### config.mk
export PLATFORM = sky130hd
export DESIGN_NAME = fi_chain_loader
export DESIGN_NICKNAME = d
export VERILOG_FILES = /design/src/rtl/fi_chain_loader.sv
export SDC_FILE = /design/constraint.sdc
export NUM_CORES = 1
export LEC_CHECK = 0
export BUFFER_PORTS_ARGS = -buffer_cell sky130_fd_sc_hd__buf_2
export CAP_MARGIN = 25
export CORE_MARGIN = 4
export CORE_UTILIZATION = 35
export CTS_BUF_LIST = sky130_fd_sc_hd__clkbuf_4 sky130_fd_sc_hd__clkbuf_8 sky130_fd_sc_hd__clkbuf_16
export DETAILED_ROUTE_END_ITERATION = 12
export SYNTH_ARGS = -nofsm -noshare
export SYNTH_HDL_FRONTEND = slang
export SYNTH_SLANG_ARGS = --single-unit
### constraint.sdc
create_clock -name i_CLK_x -period 1.85 [get_ports i_CLK_x]
set_input_delay 0.0925 -clock i_CLK_x [delete_from_list [all_inputs] [get_ports i_CLK_x]]
set_output_delay 0.0925 -clock i_CLK_x [all_outputs]
set_load 0.005 [all_outputs]
### src/rtl/fi_chain_loader.sv
// Loads a saboteur scan chain LSB first, holds the fault enable for a programmed
// number of cycles, then pulses done. Optional chain readback check: FI_READBACK_EN.
module fi_chain_loader #(
    parameter int WIDTH_SR = 131,
    parameter int CNT_W    = 16
) (
    input  logic                i_CLK_x,
    input  logic                i_RST_x,
    input  logic                i_start,
    input  logic                i_abort,
    input  logic [WIDTH_SR-1:0] i_cfg_word,
    input  logic [CNT_W-1:0]    i_fault_cycles,
`ifdef FI_READBACK_EN
    input  logic                i_SO,
    output logic                o_mismatch,
    output logic                o_rb_valid,
`endif
    output logic                o_SI,
    output logic                o_EN_SR,
    output logic                o_TFEn,
    output logic                o_busy,
    output logic                o_done
);

    localparam int BW = (WIDTH_SR > 1) ? $clog2(WIDTH_SR) : 1;
    localparam logic [BW-1:0] LAST_BIT = BW'(WIDTH_SR - 1);

    typedef enum logic [1:0] {
        ST_IDLE   = 2'd0,
        ST_SHIFT  = 2'd1,
        ST_INJECT = 2'd2,
        ST_DONE   = 2'd3
    } state_t;

    // Rotating keeps the captured word intact after exactly WIDTH_SR shifts.
    function automatic logic [WIDTH_SR-1:0] rot_right(input logic [WIDTH_SR-1:0] v);
        return (v >> 1) | (v << (WIDTH_SR - 1));
    endfunction

    state_t              state_r, state_nx_s;
    logic [WIDTH_SR-1:0] buf_r, buf_nx_s;
    logic [BW-1:0]       bit_cnt_r, bit_cnt_nx_s;
    logic [CNT_W-1:0]    fcnt_r, fcnt_nx_s;
    logic                start_s, abort_s;
    logic                si_r, en_sr_r, tfen_r, busy_r, done_r;

    // Next-state, capture and counter logic.
    always_comb begin
        state_nx_s   = state_r;
        buf_nx_s     = buf_r;
        bit_cnt_nx_s = bit_cnt_r;
        fcnt_nx_s    = fcnt_r;
        start_s      = 1'b0;
        abort_s      = i_abort && (state_r != ST_IDLE);
        if (abort_s) begin
            state_nx_s   = ST_IDLE;
            bit_cnt_nx_s = '0;
            fcnt_nx_s    = '0;
        end else begin
            case (state_r)
                ST_IDLE: begin
                    if (i_start && !i_abort) begin
                        start_s      = 1'b1;
                        buf_nx_s     = i_cfg_word;
                        fcnt_nx_s    = i_fault_cycles;
                        bit_cnt_nx_s = '0;
                        state_nx_s   = ST_SHIFT;
                    end else begin
                        state_nx_s = ST_IDLE;
                    end
                end
                ST_SHIFT: begin
                    buf_nx_s = rot_right(buf_r);
                    if (bit_cnt_r == LAST_BIT) begin
                        bit_cnt_nx_s = '0;
                        state_nx_s   = (fcnt_r != '0) ? ST_INJECT : ST_DONE;
                    end else begin
                        bit_cnt_nx_s = bit_cnt_r + BW'(1);
                    end
                end
                ST_INJECT: begin
                    fcnt_nx_s = fcnt_r - CNT_W'(1);
                    if (fcnt_r == CNT_W'(1)) begin
                        state_nx_s = ST_DONE;
                    end else begin
                        state_nx_s = ST_INJECT;
                    end
                end
                ST_DONE:  state_nx_s = ST_IDLE;
                default:  state_nx_s = ST_IDLE;
            endcase
        end
    end

    // State, buffer and counter registers.
    always_ff @(posedge i_CLK_x or negedge i_RST_x) begin
        if (!i_RST_x) begin
            state_r   <= ST_IDLE;
            buf_r     <= '0;
            bit_cnt_r <= '0;
            fcnt_r    <= '0;
        end else begin
            state_r   <= state_nx_s;
            buf_r     <= buf_nx_s;
            bit_cnt_r <= bit_cnt_nx_s;
            fcnt_r    <= fcnt_nx_s;
        end
    end

    // Registered outputs decoded from the current state; abort zeroes them at once.
    always_ff @(posedge i_CLK_x or negedge i_RST_x) begin
        if (!i_RST_x) begin
            si_r    <= 1'b0;
            en_sr_r <= 1'b0;
            tfen_r  <= 1'b0;
            done_r  <= 1'b0;
            busy_r  <= 1'b0;
        end else begin
            en_sr_r <= !abort_s && (state_r == ST_SHIFT);
            si_r    <= !abort_s && (state_r == ST_SHIFT) && buf_r[0];
            tfen_r  <= !abort_s && (state_r == ST_INJECT);
            done_r  <= !abort_s && (state_r == ST_DONE);
            busy_r  <= (state_nx_s != ST_IDLE) || (!abort_s && (state_r == ST_DONE));
        end
    end

    assign o_SI    = si_r;
    assign o_EN_SR = en_sr_r;
    assign o_TFEn  = tfen_r;
    assign o_done  = done_r;
    assign o_busy  = busy_r;

`ifdef FI_READBACK_EN
    logic [WIDTH_SR-1:0] shadow_r, sh_cmp_r;
    logic                valid_r, rb_valid_r, mismatch_r;

    // Chain readback: compare returned bits against the previously loaded word.
    always_ff @(posedge i_CLK_x or negedge i_RST_x) begin
        if (!i_RST_x) begin
            shadow_r   <= '0;
            sh_cmp_r   <= '0;
            valid_r    <= 1'b1;
            rb_valid_r <= 1'b0;
            mismatch_r <= 1'b0;
        end else begin
            if (start_s) begin
                sh_cmp_r   <= shadow_r;
                rb_valid_r <= valid_r;
                mismatch_r <= 1'b0;
            end else if (en_sr_r) begin
                sh_cmp_r   <= rot_right(sh_cmp_r);
                mismatch_r <= mismatch_r | (rb_valid_r & (i_SO ^ sh_cmp_r[0]));
            end else begin
                mismatch_r <= mismatch_r;
            end
            if ((state_r != ST_DONE) && (state_nx_s == ST_DONE)) begin
                shadow_r <= buf_nx_s;
                valid_r  <= 1'b1;
            end else if (abort_s) begin
                valid_r  <= 1'b0;
            end else begin
                valid_r  <= valid_r;
            end
        end
    end

    assign o_mismatch = mismatch_r;
    assign o_rb_valid = rb_valid_r;
`endif

endmodule
==> results of run 1 <==
## synthesized netlist by cell type (all sizes together)
master   instances
dfrtp          162
o21ai          158
nand2          145
mux2i          131
buf             29
clkbuf          25
nor2            23
a21oi           15
nor3            10
a22oi            5
ha               5
nand3            5
nor4             5
or3              5
or4              5
inv              4
nand2b           4
nand4            4
a2bb2oi          3
a32oi            3
and2             3
o221ai           3
o22ai            3
o31ai            3
a21o             2
nor2b            2
nor3b            2
o211ai           2
or2              2
a21boi           1
a22o             1
a31oi            1
and2b            1
clkinv           1
nand3b           1
nand4b           1
o21a             1
o41a             1
or3b             1
xnor2            1
xor2             1
## stage by stage
stage	power, µW	setup slack, ps
final	11000	81.4
after global routing	11700	13.9
after CTS	11100	44.9
after detailed placement	6820	65.6
after global placement	6770	122
after floorplan	6020	148
## sequential cells by signal (all words and copies together), names as in the netlist
signal,count
bit_cnt_r,8
o_busy,1
o_done,1
o_EN_SR,1
o_TFEn,1
fcnt_r,16
buf_r,131
state_r,2
o_SI,1
## what timing repair did
action,in CTS,in global routing
endpoints found under the hold margin,295,0
hold buffers,131,0
endpoints found under the setup margin,0,4
gates resized for setup,0,5
## placed cells by master (no fill, tap or decap), types with 3 or more instances in the layout
master / netlist / layout
dfrtp_1: 162 / 161
o21ai_0: 156 / 156
buf_2: 26 / 154
nand2_1: 145 / 145
mux2i_1: 131 / 131
dlygate4sd3_1: 0 / 131
nor2_1: 23 / 22
buf_4: 2 / 18
clkbuf_16: 0 / 17
a21oi_1: 15 / 15
buf_12: 0 / 14
nor3_1: 10 / 10
nand3_1: 5 / 5
or3_1: 5 / 5
a22oi_1: 5 / 5
ha_1: 5 / 5
bufinv_16: 0 / 5
inv_6: 0 / 5
inv_1: 4 / 4
nand2b_1: 4 / 4
nand4_1: 4 / 4
or4_4: 1 / 3
o221ai_1: 3 / 3
and2_1: 3 / 3
o31ai_1: 3 / 3
nor4_1: 4 / 3
a32oi_1: 3 / 3
a2bb2oi_1: 3 / 3
o22ai_1: 3 / 3
inv_8: 0 / 3
## area by class of cell
cell class                      instances  area [µm²]
Clock inverter                         15         240
Fill cell                            1983       10700
Tap cell                              280         350
Inverter                                5        18.8
Multi-Input combinational cell        559        3490
Antenna cell                            1        2.50
Clock buffer                           17         425
Sequential cell                       162        4060
Timing Repair Buffer                  318        2510
## power by group through the flow
stage | combinational [µW] | clock, µW | sequential, µW
2_1_floorplan | 1390 | 0 | 4620
3_3_place_gp | 2040 | 0 | 4730
3_5_place_dp | 2080 | 0 | 4740
4_1_cts | 2290 | 4130 | 4690
5_1_grt | 2600 | 4270 | 4790
6_report | 2290 | 4010 | 4690
## cell families after synthesis
family / after synthesis
flops: 162
xor+xnor: 2
fa+ha+maj: 5
mux: 131
compound gates: 202
buf+inv: 59
simple gates: 219
## critical path: stages, from the launching register on
cell and delay, ps:
dfrtp_1 550, or2_2 240, o211ai_2 200, or4_1 540, a21oi_1 160
## metal layers
metal  vias to the layer above  track usage
met5                         -            0
met4                         0       0.0451
met3                        23       0.0330
met2                       136        0.270
met1                      3077        0.224
li1                       3307            -
## how the worst min path moves through the flow
stage | startpoint | to
finish | i_cfg_word[129] | buf_r[129]
global route | i_cfg_word[9] | buf_r[9]
CTS | i_cfg_word[129] | buf_r[129]
detailed placement | i_RST_x | buf_r[129]
global placement | i_RST_x | buf_r[129]
floorplan | i_RST_x | bit_cnt_r[0]
==> reports/results.txt, run 1 <==
Min Hold Slack - 1.61 ps
P_leak - 0.00510 µW
Total setup buffers inserted after CTS - 0
Sequential share of the synthesized area - 0.521
ANT nets after route - 0
DP Area - 9100 µm²
Clock Path Buffers - 2
1st-iter DRT viols - 321
Wire length on met1 - 9070 µm
Synth Area in Simple Gates - 0.124
Clock power share - 0.365
Clk_lat worst skew - 420 ps
Vias in the first global route - 6769
Root Driver - clkbuf_16
Chip height - 157 µm
Maximum vdd ir drop - 526 µV
Flop pwr share - 0.427
Largest family of logic cells by synthesized area - multiplexers
WL final - 19800 µm
IO Count - 156
Largest net degree at the start of global routing - 69
Critical Path AT - 2100 ps
Slew headroom - 0.611
Finished Layout Cells - 1357
Initial antenna violation count - 0
Post-Synthesis Cells - 780
Placed insts - 1193
Fin crit share - 0.956
Slew Limit Fails - 0
Slew at the pin closest to its max-slew limit - 580 ps
Final setup vio count - 0
Design area - 11100 µm²
Htree depth - 4
Clk_skew - 7.09 ps
CP endpoint kind - register
Vias per inst - 4.82
# DRC - 0
Overflow after GRT - 0
Post-Synth Adder-Cell Area - 0.00804
Met3 WL - 861 µm
R2R cell count - 4
Worst EP required - 2180 ps
TritonRoute pass-1 iters - 5
Worst hold path type - primary input to register
Clk slew on worst S/H paths - 70 ps
Sw Share - 0.284
Share of the synthesized area in the top cell type - 0.521
Status - finished, final reports clean
Unrepaired setup endpoints after global routing - false
R2r setup slk - 80 ps
Final #Nets - 1219
Critical path class - register to register
Post-synthesis sequential element count - 162
Syn. warnings - 0
Number of clock sinks - 162
TritonCTS clock tree - built
Mux cell area share after synthesis - 0.169
Die area - 24700 µm²
Initial Util - 0.356
DR WL/cell - 14.6 µm
Synth Cell Area - 7780 µm²
Layout cells sized above 1 - 0.214
Global-route wire length before repair - 33100 µm
Critical R2R Capture - bit_cnt_r[6]
Width of the die - 157 µm
Logic pwr share - 0.208
DR WL met2 - 9600 µm
Core region area - 21800 µm²
Reg-to-Reg Start - state_r[0]
Fin crit period - 1770 ps
WHS Path Cells - 3
Count of final hold-check violations - 0
Xor/xnor share of the synthesized area - 0.00225
Dpl hpwl - 12900 µm
Final core occ - 0.508
Highest Signal Layer - met4
Compound-Gate Fraction of Synth Area - 0.142
Startpoint types - register
IO Port Bufs - 155
Power density cells - 990 nW/µm²
Core Rows - 54
Synth cell types - 50
Max-cap violations - 0
CTS buffer count - 17
Switching Power - 3120 µW
Post-synth top area cell - dfrtp_1
Top cells by area, synth - dfrtp_1, mux2i_1, o21ai_0
Final Wtd Congestion - 0.782
Syn Area/Cell - 9.97 µm²
F_max - 565 MHz
Internal - 7860 µW
Setup tns final - 0 ps
CP endpoint - bit_cnt_r[6]
Area delta synth->final - 42.6%
Crit path max fanout - 11
Syn_nets - 936
All-Layer GR Usage - 0.165
Via count - 6543
Worst Setup SP - state_r[0]
(Power assumes the default switching activity.)
==> run 2: changes to the inputs <==
Settings changed: CORE_UTILIZATION 35 to 50, PLACE_DENSITY set to 0.76, RECOVER_POWER set to 50.
==> reports/results.txt, run 2 (synthesis gave the netlist of run 1 again) <==
WL final - 22000 µm (+11%)
Core region area - 15200 µm² (-30%)
Final Wtd Congestion - 0.871 (+11%)
Slew headroom - 0.208 (-0.402)
Status - complete, but fails checks
ANT nets after route - 0 (unchanged)
Area delta synth->final - 40.2%
Fin crit period - 1740 ps (-27.6 ps)
All-Layer GR Usage - 0.257 (+0.0921)
IO Count - 156 (unchanged)
Biggest register - buf_r
Slew Limit Fails - 0 (unchanged)
Overflow after GRT - 0 (unchanged)
Largest registers - buf_r x131, fcnt_r x16, bit_cnt_r x8
Clock Path Buffers - 2 (unchanged)
Max-cap violations - 0 (unchanged)
Min Hold Slack - -1.65 ps (-3.26 ps)
CP endpoint kind - register
Final #Nets - 1223 (+0.33%)
Core Rows - 45 (-17%)
Fin crit share - 0.941 (-0.0149)
Dpl hpwl - 12700 µm (-1.6%)
Root Driver - clkbuf_16
Largest net degree at the start of global routing - 94 (+36%)
Chip height - 133 µm (-16%)
TritonCTS clock tree - built
Highest Signal Layer - met5
Fill cells - 1040 (-48%)
Die area - 17600 µm² (-29%)
Number of clock sinks - 162 (unchanged)
Final core occ - 0.717 (+0.209)
Hold_sp - i_fault_cycles[0]
CTS buffer count - 17 (unchanged)
Critical Path AT - 2040 ps (-60 ps)
Wire length on met1 - 8680 µm (-4.3%)
Total setup buffers inserted after CTS - 0 (unchanged)
Worst EP required - 2150 ps (-30 ps)
Crit path max fanout - 6 (-5)
Failing checks - negative hold slack
Max reg flops - 131 (unchanged)
Power density cells - 982 nW/µm² (-0.84%)
Via count - 6928 (+5.9%)
Final setup vio count - 0 (unchanged)
Unrepaired setup endpoints after global routing - false
Clk_skew - 13.6 ps (+6.52 ps)
P_leak - 0.00507 µW (-0.59%)
DR WL met2 - 11400 µm (+19%)
Layout cells sized above 1 - 0.221 (+0.00754)
1st-iter DRT viols - 474 (+48%)
Width of the die - 133 µm (-16%)
Startpoint types - register
DR WL/cell - 17.3 µm (+19%)
Slew at the pin closest to its max-slew limit - 1190 ps (+608 ps)
TritonRoute pass-1 iters - 5 (unchanged)
Maximum vdd ir drop - 775 µV (+47%)
Worst Setup SP - fcnt_r[3]
Global-route wire length before repair - 36200 µm (+9.4%)
Most frequent cells in the layout - dfrtp_1, o21ai_0, buf_2
Clk slew on worst S/H paths - 70 ps (about the same)
F_max - 574 MHz (+1.6%)
Met3 WL - 968 µm (+12%)
Initial Util - 0.512 (+0.155)
Vias in the first global route - 7256 (+7.2%)
Htree depth - 4 (unchanged)
Commonest non-fill, non-tap cell in the layout - dfrtp_1
# DRC - 0 (unchanged)
Reg-to-Reg Start - fcnt_r[3]
Setup tns final - 0 ps (unchanged)
Count of final hold-check violations - 2 (+2)
Worst hold path type - primary input to register
IO Port Bufs - 155 (unchanged)
Clk_lat worst skew - 430 ps (about the same)
Initial antenna violation count - 2 (+2)
Vias per inst - 5.46 (+13%)
Critical path class - register to register
==> run 2: cell types whose count changed in the layout (fill, tap and decap cells not counted), moves of 2 or more <==
cell / before / now
buf_4: 18 / 25
dlygate4sd3_1: 131 / 125
clkbuf_2: 0 / 4
bufinv_16: 5 / 2
clkinvlp_4: 1 / 4
inv_8: 3 / 0
clkbuf_8: 0 / 2
==> run 2: through the flow <==
step | total power (µW) | setup slack [ps] | instance area, µm² | std cells
after detailed placement | 6850 | 62.3 | 9060 | 1111
final | 10700 | 109 | 10900 | 1269
after CTS | 10600 | 50.5 | 10900 | 1268
after global placement | 6740 | 122 | 9060 | 1111
after floorplan | 6020 | 148 | 7780 | 780
after global routing | 11300 | 30.6 | 10900 | 1269
==> run 2: routing by layer <==
metal / global-route usage / vias to the layer above
met3: 0.0551 / 77
met5: 0 / -
met4: 0.114 / 2
met2: 0.444 / 217
met1: 0.309 / 3319
li1: - / 3313
==> run 2: worst max-delay path: stages, from the launching register on <==
cell	delay, ps
dfrtp_1	380
or4_1	670
or2_0	300
nor3_1	170
o22ai_1	110
==> run 2: layout make-up <==
type,count,area [µm²],share of cell area
sequential,162,4060,0.372
inverter,5,18.8,0.00172
antenna,1,2.50,0.000230
tap,188,235,0.0216
timing repair buffer,322,2500,0.229
multi-input combinational,559,3490,0.320
clock buffer,19,453,0.0416
clock inverter,13,148,0.0135
==> run 2: worst paths after layout <==
| kind | to | slack, ps | cells after the start |
|---|---|---|---|
| hold / removal | fcnt_r[0] | -2 | 3 |
| min in group asynchronous | buf_r[118] | 450 | 2 |
| hold reg to reg | buf_r[1] | 480 | 2 |
| setup / recovery | fcnt_r[11] | 110 | 4 |
| max in group asynchronous | state_r[1] | 370 | 3 |
| setup reg to reg | fcnt_r[11] | 110 | 4 |
==> run 2: repair_timing <==
| action | in CTS | in global routing |
|---|---|---|
| hold buffers | 125 | 0 |
| hold endpoints to repair | 204 | 0 |
| gates resized for setup | 0 | 4 |
| setup endpoints to repair | 0 | 5 |
==> run 2: power breakdown <==
part	total, µW	internal (µW)	switching (µW)
clock network	3580	2080	1500
logic	2400	1180	1220
registers	4730	4260	471
total	10700	7510	3190
==> run 3: changes to the inputs <==
Settings changed: CORE_UTILIZATION 50 to 45, PLACE_DENSITY 0.76 to 0.7, RECOVER_POWER 50 to not set.
==> reports/results.txt, run 3 (synthesis gave the netlist of run 1 again) <==
Die area - 19500 µm² (+10%)
F_max - 571 MHz (-0.51%)
Design area - 11000 µm² (+0.61%)
Final core occ - 0.654 (-0.0627)
Power density cells - 954 nW/µm² (-2.9%)
Largest net degree at the start of global routing - 74 (-21%)
Max reg flops - 131 (unchanged)
Clk slew on worst S/H paths - 60 ps (about the same)
Switching Power - 3160 µW (-0.71%)
Vias per inst - 5.20 (-4.7%)
Setup tns final - 0 ps (unchanged)
Chip height - 139 µm (+5.1%)
# DRC - 0 (unchanged)
Most frequent cells in the layout - dfrtp_1, o21ai_0, buf_2
Max-cap violations - 0 (unchanged)
DR WL/cell - 16.0 µm (-7.9%)
All-Layer GR Usage - 0.215 (-0.0416)
Slew Limit Fails - 0 (unchanged)
Hold Path End - buf_r[122]
DP Area - 9060 µm² (about the same)
Reg-to-Reg Start - fcnt_r[3]
Largest registers - buf_r x131, fcnt_r x16, bit_cnt_r x8
Critical R2R Capture - fcnt_r[11]
Overflow after GRT - 0 (unchanged)
Slew at the pin closest to its max-slew limit - 461 ps (-726 ps)
R2R cell count - 4 (unchanged)
Critical Path AT - 2050 ps (about the same)
Core region area - 16800 µm² (+10%)
Final setup vio count - 0 (unchanged)
Commonest non-fill, non-tap cell in the layout - dfrtp_1
Via count - 6791 (-2.0%)
Initial Util - 0.464 (-0.0476)
Slew headroom - 0.692 (+0.484)
Setup WS pre-CTS - 82.4 ps (+20.2 ps)
Critical path class - register to register
CTS buffer count - 17 (unchanged)
TritonCTS clock tree - built
Count of final hold-check violations - 0 (-2)
Final #Nets - 1227 (+0.33%)
Vias in the first global route - 7037 (-3.0%)
WHS Path Cells - 3 (unchanged)
Global-route wire length before repair - 34300 µm (-5.3%)
Post-route setup slack - 100 ps (-8.84 ps)
CP endpoint kind - register
Root Driver - clkbuf_16
Maximum vdd ir drop - 631 µV (-19%)
IO Port Bufs - 155 (unchanged)
Fill cells - 1282 (+23%)
Biggest register - buf_r
Internal - 7290 µW (-2.9%)
Hold_sp - i_cfg_word[122]
Unrepaired setup endpoints after global routing - false
ANT nets after route - 0 (unchanged)
1st-iter DRT viols - 468 (-1.3%)
Core Rows - 47 (+4.4%)
Clk_skew - 9.37 ps (-4.24 ps)
Layout cells sized above 1 - 0.217 (-0.00451)
TritonRoute pass-1 iters - 5 (unchanged)
Worst hold path type - primary input to register
Min Hold Slack - 8.00 ps (+9.65 ps)
P_leak - 0.00508 µW (+0.18%)
Area delta synth->final - 41.0%
Final Wtd Congestion - 0.892 (+2.4%)
Crit path max fanout - 6 (unchanged)
Fin crit period - 1750 ps (+8.84 ps)
Htree depth - 4 (unchanged)
Reg area - 4050 µm² (about the same)
Number of clock sinks - 162 (unchanged)
Clk_lat worst skew - 430 ps (about the same)
Fin crit share - 0.946 (+0.00478)
Multi-input logic area - 3490 µm² (+0.14%)
Clock Path Buffers - 2 (unchanged)
Total setup buffers inserted after CTS - 0 (unchanged)
Status - finished, final reports clean
Initial antenna violation count - 0 (-2)
Clock power share - 0.325 (-0.009)
Flop pwr share - 0.449 (+0.007)
R2r setup slk - 100 ps (about the same)
IO Count - 156 (unchanged)
WL final - 20900 µm (-5.2%)
Logic pwr share - 0.226 (+0.002)
Worst EP required - 2150 ps (about the same)
Dpl hpwl - 12400 µm (-1.9%)
Sw Share - 0.303 (+0.00476)
Startpoint types - register
Width of the die - 139 µm (+5.1%)
-- run 3: cell types whose count changed in the layout (fill, tap and decap cells not counted), sizes merged, moves of 2 or more --
cell | previous run | this run
bufinv | 2 | 0
clkbuf | 23 | 20
clkinv | 3 | 6
dlygate4sd3 | 125 | 132
-- run 3: final cells by class --
cell class              instances  area share
flip-flops and latches        162       0.370
multi-input cells             559       0.318
repair buffers                326       0.233
clock buffers                  20      0.0426
well taps                     220      0.0251
clock inverters                12     0.00913
inverters                       5     0.00171
diodes                          1    0.000228
-- run 3: power by group through the flow --
stage / Clock, µW / Sequential (µW) / Combinational [µW]
after detailed placement: 0 / 4740 / 2100
after floorplan: 0 / 4620 / 1390
after CTS: 3450 / 4680 / 2320
final: 3400 / 4700 / 2360
after global routing: 3600 / 4790 / 2650
after global placement: 0 / 4710 / 2040
-- run 3: through the flow --
step           total power (µW)  cells
2_1_floorplan              6020    780
3_3_place_gp               6760   1140
3_5_place_dp               6840   1140
4_1_cts                   10500   1303
5_1_grt                   11000   1304
6_report                  10500   1305
-- run 3: worst max path at each step --
| stage | from | endpoint | slack [ps] | depth (start not counted) |
|---|---|---|---|---|
| final | fcnt_r[3] | fcnt_r[11] | 100 | 4 |
| after floorplan | fcnt_r[3] | fcnt_r[11] | 150 | 5 |
| after detailed placement | fcnt_r[0] | fcnt_r[11] | 80 | 4 |
| after CTS | fcnt_r[10] | state_r[0] | 40 | 4 |
| after global placement | fcnt_r[0] | fcnt_r[11] | 110 | 4 |
| after global routing | fcnt_r[3] | fcnt_r[11] | 30 | 4 |
-- run 3: what timing repair did --
item	4_1_cts	5_1_grt
hold buffers	131	1
endpoints found under the hold margin	292	1
setup endpoints to repair	0	3
gates resized for setup	0	3
-- run 3: critical path, stage by stage (launching register included) --
cell     delay (ps)
dfrtp_1         370
or4_1           660
or2_0           300
nor3_1          190
o22ai_1         110
-- run 3: layer usage --
metal / vias up / global-route usage / wire length (µm)
met1: 3216 / 0.273 / 8950
met3: 50 / 0.0491 / 1030
met5: - / 0 / 0
li1: 3335 / - / -
met4: 0 / 0.0783 / 560
met2: 190 / 0.362 / 10300
